## src/rtl/enemy_shot_if.sv

```systemverilog
// Enemy projectile bus between the invader block (master) and the hit detector (slave).
interface enemy_shot_if;
  logic [45:0] enemy_projectiles_x;
  logic [44:0] enemy_projectiles_y;
  logic [4:0]  destroy;

  modport master (output enemy_projectiles_x, enemy_projectiles_y, input destroy);
  modport slave  (input enemy_projectiles_x, enemy_projectiles_y, output destroy);
endinterface

```

## src/rtl/enemy_shot_hit_detector.sv

```systemverilog
// Tests the 5 enemy shots against the player hitbox, pulses destroy, manages lives/invuln/game-over.
// Optional sprite blink during invulnerability: define PLAYER_BLINK_EN.
module enemy_shot_hit_detector #(
  parameter int START_LIVES  = 3,
  parameter int HIT_HALF_W   = 8,
  parameter int HIT_H        = 16,
  parameter int INVULN_TICKS = 120,
  parameter int BLINK_TICKS  = 8
) (
  input  logic       clk_4_i,
  input  logic       clr_i,
  input  logic       play_i,
  input  logic [9:0] player_x_i,
  input  logic [9:0] player_y_i,
  enemy_shot_if.slave shot_bus,
  output logic       player_hit_o,
  output logic [3:0] lives_o,
  output logic       invulnerable_o,
  output logic       game_over_o,
  output logic       player_visible_o
);
  localparam int CW = $clog2(INVULN_TICKS);
  localparam logic [CW-1:0] CNT_INIT = CW'(INVULN_TICKS - 1);
  localparam logic signed [10:0] HW_S = 11'(HIT_HALF_W);
  localparam logic signed [10:0] HH_S = 11'(HIT_H);

  if (START_LIVES < 1 || START_LIVES > 15 || INVULN_TICKS < 2 || BLINK_TICKS < 1) begin : g_bad_param
    $error("enemy_shot_hit_detector: parameter out of range");
  end

  typedef enum logic [1:0] {S_ALIVE, S_INVULN, S_DEAD} state_t;

  state_t        state_q, state_d;
  logic [CW-1:0] cnt_q, cnt_d;
  logic [3:0]    lives_q, lives_d;
  logic          hit_q, hit_d;
  logic [4:0]    destroy_q, destroy_d;
  logic [4:0]    hit;

  logic signed [10:0] px, py;
  assign px = {1'b0, player_x_i};
  assign py = {1'b0, player_y_i};

  // Operands zero-extended into 11-bit signed, so py-HIT_H going negative acts as a clamp at 0.
  for (genvar g = 0; g < 5; g++) begin : g_lane
    localparam int XW = (g == 4) ? 10 : 9;
    logic signed [10:0] ex, ey, dx, adx;
    assign ex  = {{(11-XW){1'b0}}, shot_bus.enemy_projectiles_x[9*g +: XW]};
    assign ey  = {2'b00, shot_bus.enemy_projectiles_y[9*g +: 9]};
    assign dx  = ex - px;
    assign adx = dx[10] ? -dx : dx;
    assign hit[g] = (ey != 11'sd0) && (adx <= HW_S) && (ey >= py - HH_S) && (ey <= py);
  end

  always_comb begin
    // destroy_q doubles as the mask: the invader clears the lane on the edge that samples it
    destroy_d = (state_q == S_DEAD) ? 5'd0 : (hit & ~destroy_q);
    state_d   = state_q;
    cnt_d     = cnt_q;
    lives_d   = lives_q;
    hit_d     = 1'b0;
    case (state_q)
      S_ALIVE: begin
        if (|destroy_d) begin
          hit_d   = 1'b1;
          lives_d = (lives_q == 4'd0) ? 4'd0 : lives_q - 4'd1;
          cnt_d   = CNT_INIT;
          state_d = (lives_q <= 4'd1) ? S_DEAD : S_INVULN;
        end
      end
      S_INVULN: begin
        if (cnt_q == '0) state_d = S_ALIVE;
        else             cnt_d   = cnt_q - 1'b1;
      end
      S_DEAD:  lives_d = 4'd0;
      default: state_d = S_ALIVE;
    endcase
  end

  always_ff @(posedge clk_4_i) begin
    if (clr_i || !play_i) begin
      state_q   <= S_ALIVE;
      cnt_q     <= '0;
      lives_q   <= 4'(START_LIVES);
      hit_q     <= 1'b0;
      destroy_q <= 5'd0;
    end else begin
      state_q   <= state_d;
      cnt_q     <= cnt_d;
      lives_q   <= lives_d;
      hit_q     <= hit_d;
      destroy_q <= destroy_d;
    end
  end

  assign shot_bus.destroy = destroy_q;
  assign player_hit_o     = hit_q;
  assign lives_o          = lives_q;
  assign invulnerable_o   = (state_q == S_INVULN);
  assign game_over_o      = (state_q == S_DEAD);

`ifdef PLAYER_BLINK_EN
  localparam int BW = (BLINK_TICKS > 1) ? $clog2(BLINK_TICKS) : 1;
  logic [BW-1:0] blink_q, blink_d;
  logic          vis_q, vis_d;

  always_comb begin
    blink_d = blink_q;
    vis_d   = vis_q;
    case (state_d)
      S_ALIVE: vis_d = 1'b1;
      S_DEAD:  vis_d = 1'b0;
      S_INVULN: begin
        if (state_q != S_INVULN || blink_q == '0) begin
          vis_d   = (state_q == S_INVULN) ? ~vis_q : 1'b0;
          blink_d = BW'(BLINK_TICKS - 1);
        end else begin
          blink_d = blink_q - 1'b1;
        end
      end
      default: vis_d = 1'b1;
    endcase
  end

  always_ff @(posedge clk_4_i) begin
    if (clr_i || !play_i) begin
      blink_q <= '0;
      vis_q   <= 1'b1;
    end else begin
      blink_q <= blink_d;
      vis_q   <= vis_d;
    end
  end

  assign player_visible_o = vis_q;
`else
  assign player_visible_o = 1'b1;
`endif
endmodule

```

## src/flat_wrapper.sv

```systemverilog
// flat-port wrapper written by rule: the top's interface ports become plain ports
module enemy_shot_hit_detector_flat 
#(
  parameter int START_LIVES  = 3,
  parameter int HIT_HALF_W   = 8,
  parameter int HIT_H        = 16,
  parameter int INVULN_TICKS = 120,
  parameter int BLINK_TICKS  = 8
)
  (clk_4_i, clr_i, play_i, player_x_i, player_y_i, player_hit_o, lives_o, invulnerable_o, game_over_o, player_visible_o, shot_bus_enemy_projectiles_x, shot_bus_enemy_projectiles_y, shot_bus_destroy);
  enemy_shot_if shot_bus_i ();
  input  logic clk_4_i;
  input  logic clr_i;
  input  logic play_i;
  input  logic [9:0] player_x_i;
  input  logic [9:0] player_y_i;
  output logic player_hit_o;
  output logic [3:0] lives_o;
  output logic invulnerable_o;
  output logic game_over_o;
  output logic player_visible_o;
  input wire logic [$bits(shot_bus_i.enemy_projectiles_x)-1:0] shot_bus_enemy_projectiles_x;
  input wire logic [$bits(shot_bus_i.enemy_projectiles_y)-1:0] shot_bus_enemy_projectiles_y;
  output wire logic [$bits(shot_bus_i.destroy)-1:0] shot_bus_destroy;
  assign shot_bus_i.enemy_projectiles_x = shot_bus_enemy_projectiles_x;
  assign shot_bus_i.enemy_projectiles_y = shot_bus_enemy_projectiles_y;
  assign shot_bus_destroy = shot_bus_i.destroy;
  enemy_shot_hit_detector #(.START_LIVES(START_LIVES), .HIT_HALF_W(HIT_HALF_W), .HIT_H(HIT_H), .INVULN_TICKS(INVULN_TICKS), .BLINK_TICKS(BLINK_TICKS)) u_core (.clk_4_i(clk_4_i), .clr_i(clr_i), .play_i(play_i), .player_x_i(player_x_i), .player_y_i(player_y_i), .shot_bus(shot_bus_i), .player_hit_o(player_hit_o), .lives_o(lives_o), .invulnerable_o(invulnerable_o), .game_over_o(game_over_o), .player_visible_o(player_visible_o));
endmodule
```

## config.mk

```make
export PLATFORM = sky130hd
export DESIGN_NAME = enemy_shot_hit_detector_flat
export DESIGN_NICKNAME = d
export VERILOG_FILES = /design/src/rtl/enemy_shot_if.sv /design/src/rtl/enemy_shot_hit_detector.sv /design/src/flat_wrapper.sv
export SDC_FILE = /design/constraint.sdc
export NUM_CORES = 1
export LEC_CHECK = 0
export ABC_CLOCK_PERIOD_IN_PS = 11500
export CORE_ASPECT_RATIO = 1.25
export CORE_MARGIN = 1
export CORE_UTILIZATION = 45
export DETAILED_ROUTE_END_ITERATION = 7
export MAX_ROUTING_LAYER = met4
export PLACE_DENSITY = 0.74
export SETUP_SLACK_MARGIN = 0.4
export SLEW_MARGIN = 40
export SYNTH_ARGS = -nofsm -noshare
export SYNTH_HDL_FRONTEND = slang
export SYNTH_SLANG_ARGS = --single-unit
```

## constraint.sdc

```tcl
create_clock -name clk_4_i -period 11.5 [get_ports clk_4_i]
set_input_delay 2.3 -clock clk_4_i [delete_from_list [all_inputs] [get_ports clk_4_i]]
set_output_delay 2.3 -clock clk_4_i [all_outputs]
set_load 0.01 [all_outputs]
```

==> key figures, run 1 <==
Outcome
  • Status: completed

Synth
  • Post-Synth Adder-Cell Area: 26.48%
  • Area share of the largest cell type after synthesis: 24.65%
  • Synthesis-stage register bit count: 19
  • Ys async rst share: 0%
  • Fraction of synthesized area in multiplexers: 1.202%
  • Synthesized netlist net count: 1,050
  • Area fraction in compound gates after synthesis: 31.53%
  • Count of mapped cells out of synthesis: 812
  • Yosys synthesis warning count: 0
  • Basic-gate share of the synthesized area counting and, or, nand and nor cells: 24.20%
  • Cell types occupying the most area after synthesis: ha_1 25%, dfxtp_1 6.3%, nor2_1 4.6%, a21oi_1 4.1%, o21ai_0 3.9%
  • Sequential cell area fraction in the yosys report: 6.298%
  • Xor-xnor portion of the synthesized cell area: 5.946%
  • Dominant combinational cell family by area after synthesis: compound AO/OA/AOI/OAI gates
  • Cell type with the largest total area after synthesis: ha_1
  • Number of library cell types mapped by synthesis: 76
  • Synth Area per Inst: 7.438 µm²
  • Number of enable-type register cells in the synthesized netlist: 0
  • Synth Flop Type: dfxtp_1
  • Syn Std Cell Area: 6040 µm²

Cells and area
  • Number of standard cells in the final layout excluding fillers: 1,094
  • Most common library cell in the layout ignoring fill and taps: clkdlybuf4s50_1
  • Count of inserted antenna diode cells: 0
  • Layout cells sized above 1: 2.592%
  • Highest-count cells in the layout ignoring fill and taps: 125 x clkdlybuf4s50_1, 119 x ha_1, 74 x nor2_1, 53 x inv_1, 51 x nand2_1
  • Final #Nets: 1,165
  • Synth-to-layout area growth: 24.63%

Critical path
  • Critical setup path kind: in2reg
  • End point of the critical path: u_core.lives_o[1]
  • Critical Path Slowest Stage Cell: clkdlybuf4s50_1
  • Reg-to-reg slack, setup: 8580 ps
  • Largest fanout of any net on the critical path: 6
  • Buf+Inv Stages, Crit Path: 2
  • Peak per-stage delay on the critical path: 620 ps
  • Sequence of cells on the critical path: clkdlybuf4s50_1 > ha_1 > inv_1 > fa_1 > a211oi_1 > or4b_2 > nand4_1 > a2111oi_0 > or4_1 > o211ai_1 > o211a_1 > o21ai_2 > nand4b_2 > o211ai_2 > nor3_1 > a211o_1
  • Launch point of the worst path: player_x_i[0]
  • Critical register-to-register path endpoint: u_core.lives_o[0]
  • Launching point of the worst reg2reg path: u_core.state_q[0]
  • Endpoint kind of the worst setup timing path: register
  • Delay-heaviest family, CP: compound AO/OA/AOI/OAI gates
  • Startpoint type of the worst setup path: input pin
  • Stages on the worst setup path: 16
  • WP data arrival: 6700 ps
  • Crit path required time: 11,640 ps
  • Worst Reg-to-Reg Cells: 9

Job
  • Max-cap violations: 0

Timing
  • Slew at the pin closest to its max-slew limit: 726.6 ps
  • Accumulated negative setup slack: 0 ps
  • Achievable clock frequency: 0.1525 GHz
  • Clock skew after layout: 1.755 ps
  • RSZ-0062 raised after global routing: false
  • Rel. slew slack: 50.94%
  • Min Clock Period, post-route: 6558 ps
  • Final Max Tran Viols: 0
  • Final Hold Vio Count: 0
  • Period utilisation layout: 57.03%
  • # setup viols final: 0

Global routing
  • Largest net degree at the start of global routing: 17
  • First-pass GRT wire length: 28,560 µm
  • Vias in the first global route: 6,204
  • Global route total overflow: 0
  • Global router's overall resource usage: 25.62%
  • Number of antenna violations at the first check in global routing: 0

Routing
  • Overall routed net length: 17,680 µm
  • Count of antenna-violating nets left after detailed routing: 0
  • Average detailed-routed wire length per instance: 16.16 µm
  • Post-route DRC: 0
  • Vias: 6,594
  • 1st-pass router iterations: 5
  • DR vias/cell: 6.027
  • Number of DRC violations after detailed-routing iteration 0: 309

Clocking
  • Buffer depth of the longest clock path: 2
  • Gates resized, CTS repair: 0
  • Latest clock arrival within the worst-skew pair: 250 ps
  • Root cell of the clock tree: clkbuf_16
  • Number of H-tree levels: 1
  • Postcts setup bufs: 0
  • Total CTS buffers: 3
  • CTS clock-pin slew for the worst setup and hold paths: 60 ps
  • Sinks on the clock net: 19
  • TritonCTS clock tree: yes
  • Count of hold-fix buffers inserted at cts: 0

Placement
  • Post-DP HPWL: 14,690 µm
  • Quantity of I/O buffers inserted on ports: 125
  • GP Congestion: 0.9555
  • Placed instance count: 1,090

Power and ir drop
  • Worst VDD drop: 0.04512 mV
  • Power density cells: 64.15 nW/µm²
  • Leakage power: 0.003158 µW

Floorplan
  • Die boundary height: 131.5 µm
  • Core region area: 12,890 µm²
  • Cell Rows: 46
  • I/O pin total: 127
  • Die footprint: 13,890 µm²
  • Floorplan die width: 105.6 µm
  • Effective utilization at floorplan: 46.85%

Worst hold path
  • Class of the tightest hold or removal check: reg2reg
## how the worst min path moves through the flow
stage,end,from,depth (start not counted),slack (ps)
floorplan,u_core.cnt_q[1],u_core.cnt_q[1],2,460
detailed placement,u_core.lives_o[3],u_core.lives_o[3],1,470
finish,u_core.lives_o[3],u_core.lives_o[3],1,470
global route,u_core.lives_o[3],u_core.lives_o[3],1,490
global placement,u_core.lives_o[3],u_core.lives_o[3],1,460
CTS,u_core.lives_o[3],u_core.lives_o[3],1,470
## cells by family after synthesis
family / after synthesis
AOI/OAI and AO/OA: 269
xor gates and xnor gates: 41
adders and majority gates: 125
buffers and inverters: 68
DFF: 19
muxes: 7
other: 1
and+or+nand+nor: 282
## Yosys cell counts, types with 6 or more instances
master / number
nor2_1: 74
nand2b_1: 13
a21o_1: 16
nor3_1: 35
a211oi_1: 22
a2111oi_0: 7
or3_1: 6
or4_1: 9
nor4_1: 16
a21boi_0: 6
nand3b_1: 7
nand3_1: 12
nand2_1: 51
a31oi_1: 16
o21ai_0: 47
inv_1: 53
o21a_1: 16
o211a_1: 8
a21oi_1: 49
xor2_1: 16
nand4_1: 14
ha_1: 119
xnor2_1: 25
o211ai_1: 15
dfxtp_1: 19
clkbuf_1: 14
nor2b_1: 14
## power breakdown
part	switching, µW	total, µW	internal [µW]
combinational	188	343	155
clock	26.2	72.9	46.7
sequential	0.435	66.7	66.3
## metrics by stage
step | utilization (%) | power (µW) | hold WS, ps | worst slack [ps] | cell area (µm²)
floorplan | - | 305.2 | 464.7 | 5869 | 6040
global placement | 57.72 | 404.0 | 461.9 | 4774 | 7441
detailed placement | 57.76 | 406.2 | 465.4 | 4694 | 7447
CTS | 58.39 | 480.7 | 473.1 | 4946 | 7527
global route | 58.39 | 526.8 | 489.3 | 4618 | 7527
finish | 58.39 | 482.9 | 465.4 | 4942 | 7527
## metal layers
layer	global-route usage (%)	share of wire, %	up-vias
met5	-	0	-
met4	10.19	3.7	0
met3	1.637	5.1	44
met2	44.81	47	216
met1	30.38	44	2963
li1	-	-	3371
## worst register-to-register path: stages, from the launching register on
cell	delay, ps
dfxtp_1	490
nor2b_1	240
a211oi_1	550
nand4_1	290
nor4_1	340
a41oi_1	130
nand4b_2	180
nand2b_1	160
nand2_1	160
o311ai_1	290
## layout make-up
| type | count | area, µm² |
|---|---|---|
| repair buffers | 125 | 1251 |
| inverters | 53 | 198.9 |
| clock inverters | 1 | 5.005 |
| multi-input cells | 725 | 5406 |
| flip-flops and latches | 19 | 380.4 |
| clock buffers | 3 | 75.07 |
| well taps | 168 | 210.2 |
| fillers | 1242 | 5365 |
## flip-flops by register name (all words and copies together), names as in the netlist
register / flops
u_core.player_hit_o: 1
u_core.cnt_q: 7
u_core.lives_o: 4
u_core.state_q: 2
u_core.shot_bus.destroy: 5
Note: power is estimated with default switching activity, not from simulation.
==> run 2: changes to the inputs <==
- ABC_CLOCK_PERIOD_IN_PS: 11500 -> 6400
- clock period: 11.5 -> 6.4 ns (I/O delays scaled with it)
==> run 2 against run 1 <==
Clock power is 77% higher. Sequential power is 80% higher. Sequential share of layout area hardly changed. Combinational power is 80% higher. Hold slack worse by 8.4 ps. Global-route usage is 0.12 points lower. First-iteration DRC count is 23% higher. Highest routed layer unchanged. Critical path type unchanged. Largest cell class unchanged. Register-to-register slack worse by 5100 ps.
==> key figures, run 2 (same netlist as run 1, synthesis figures left out) <==
Worst hold path
  • Class of the tightest hold or removal check: reg2reg

Global routing
  • Largest net degree at the start of global routing: 17
  • Global router's overall resource usage: 25.50%
  • Global route total overflow: 0
  • First-pass GRT wire length: 28,480 µm
  • Number of antenna violations at the first check in global routing: 0
  • Vias in the first global route: 6,185

Critical path
  • Worst Reg-to-Reg Cells: 9
  • WP data arrival: 5650 ps
  • Crit path required time: 6540 ps
  • End point of the critical path: u_core.lives_o[1]
  • Reg-to-reg slack, setup: 3460 ps
  • Launch point of the worst path: player_x_i[0]
  • Launching point of the worst reg2reg path: u_core.state_q[0]
  • Endpoint kind of the worst setup timing path: register
  • Largest fanout of any net on the critical path: 6
  • Critical register-to-register path endpoint: u_core.lives_o[0]
  • Startpoint type of the worst setup path: input pin
  • Critical setup path kind: in2reg

Cells and area
  • Largest register by flop count: u_core.cnt_q
  • Layout cells sized above 1: 2.589%
  • Number of standard cells in the final layout excluding fillers: 1,095
  • Multi-input gate area: 5401 µm²
  • Final #Nets: 1,166
  • Most common library cell in the layout ignoring fill and taps: clkdlybuf4s50_1
  • FF+latch area: 380.4 µm²
  • Flip-flop count of the largest register, all copies and words added: 7
  • Synth-to-layout area growth: 24.67%
  • Highest-count cells in the layout ignoring fill and taps: 125 x clkdlybuf4s50_1, 119 x ha_1, 74 x nor2_1, 53 x inv_1, 51 x nand2_1
  • Count of inserted antenna diode cells: 0
  • Fill count: 1,227

Routing
  • Number of DRC violations after detailed-routing iteration 0: 381
  • 1st-pass router iterations: 4
  • Overall routed net length: 17,730 µm
  • Post-route DRC: 0
  • Average detailed-routed wire length per instance: 16.19 µm
  • Vias: 6,578
  • Count of antenna-violating nets left after detailed routing: 0
  • DR vias/cell: 6.007

Timing
  • Rel. slew slack: 52.73%
  • Clock skew after layout: 3.087 ps
  • Accumulated negative setup slack: 0 ps
  • Final Max Tran Viols: 0
  • PnR worst setup slack: 889.8 ps
  • # setup viols final: 0
  • Period utilisation layout: 86.10%
  • RSZ-0062 raised after global routing: false
  • Min Clock Period, post-route: 5510 ps
  • Final Hold Vio Count: 0
  • Slew at the pin closest to its max-slew limit: 700.2 ps
  • Achievable clock frequency: 0.1815 GHz

Power and ir drop
  • Leakage power: 0.003163 µW
  • Worst VDD drop: 0.08790 mV
  • Power density cells: 115.3 nW/µm²
  • Post-layout power: 868.0 µW

Placement
  • GP Congestion: 0.9750
  • Quantity of I/O buffers inserted on ports: 125
  • Worst slack at placement: 568.6 ps
  • Placed instance count: 1,091
  • Post-DP HPWL: 14,800 µm

Clocking
  • Count of hold-fix buffers inserted at cts: 0
  • Buffer depth of the longest clock path: 2
  • Sinks on the clock net: 19
  • Total CTS buffers: 3
  • Latest clock arrival within the worst-skew pair: 250 ps
  • Number of H-tree levels: 1
  • TritonCTS clock tree: yes
  • Postcts setup bufs: 0
  • CTS clock-pin slew for the worst setup and hold paths: 60 ps
  • Root cell of the clock tree: clkbuf_16

Floorplan
  • Cell Rows: 46
  • Die footprint: 13,890 µm²
  • Effective utilization at floorplan: 46.85%
  • Floorplan die width: 105.6 µm
  • Die boundary height: 131.5 µm
  • I/O pin total: 127
  • Core region area: 12,890 µm²

Outcome
  • Status: completed

Job
  • Max-cap violations: 0
run 2: cell types whose count changed in the layout (fill, tap and decap cells not counted):
cell       change
a2111oi_0      -1
nor4_1         +1
a2111oi_1      +1
buf_4          +1
nor4_2         -1
run 2: worst min-delay path by stage:
stage                       from                end  slack [ps]  depth (start not counted)
6_report       u_core.lives_o[3]  u_core.lives_o[3]         460                          1
5_1_grt        u_core.lives_o[3]  u_core.lives_o[3]         470                          1
4_1_cts        u_core.lives_o[3]  u_core.lives_o[3]         460                          1
3_5_place_dp   u_core.lives_o[3]  u_core.lives_o[3]         450                          1
3_3_place_gp   u_core.lives_o[3]  u_core.lives_o[3]         460                          1
2_1_floorplan    u_core.cnt_q[1]    u_core.cnt_q[1]         460                          2
run 2: final cells by class:
class / instances / share of cell area, %
inverter: 53 / 2.642
timing repair buffer: 126 / 16.72
sequential: 19 / 5.052
tap: 168 / 2.792
clock inverter: 1 / 0.06647
multi-input combinational: 725 / 71.73
clock buffer: 3 / 0.9970
run 2: timing repair:
| item | in CTS | in global routing |
|---|---|---|
| setup endpoints to repair | 0 | 2 |
| hold endpoints to repair | 0 | 0 |
| resized for setup | 0 | 1 |
run 2: stage by stage:
stage	hold slack (ps)	util, %	cell area, µm²
3_5_place_dp	452.8	57.77	7448
4_1_cts	460.6	58.39	7528
6_report	457.0	58.40	7530
2_1_floorplan	464.7	-	6040
5_1_grt	473.2	58.40	7530
3_3_place_gp	461.6	57.77	7448
run 2: per-layer routing:
metal | share of wire (%) | vias to the layer above | GRT usage, %
li1 | - | 3369 | -
met1 | 46 | 2962 | 30.61
met2 | 47 | 200 | 44.33
met3 | 3.7 | 47 | 1.339
met4 | 3.8 | 0 | 10.19
met5 | 0 | - | -
run 2: worst max-delay path, cell delays in order:
cell and delay [ps]:
clkdlybuf4s50_1 620, ha_1 240, inv_1 60, fa_1 400
a211oi_1 570, or4b_2 250, nand4_1 180, a2111oi_1 520
or4_1 210, o211ai_1 80, o211a_1 150, o21ai_2 250
nand4b_2 190, o211ai_2 290, nor3_1 90, a211o_1 260
run 2: where the power goes:
part	switching (µW)	internal, µW
combinational	340	279
clock	45.8	83.7
sequential	0.799	119
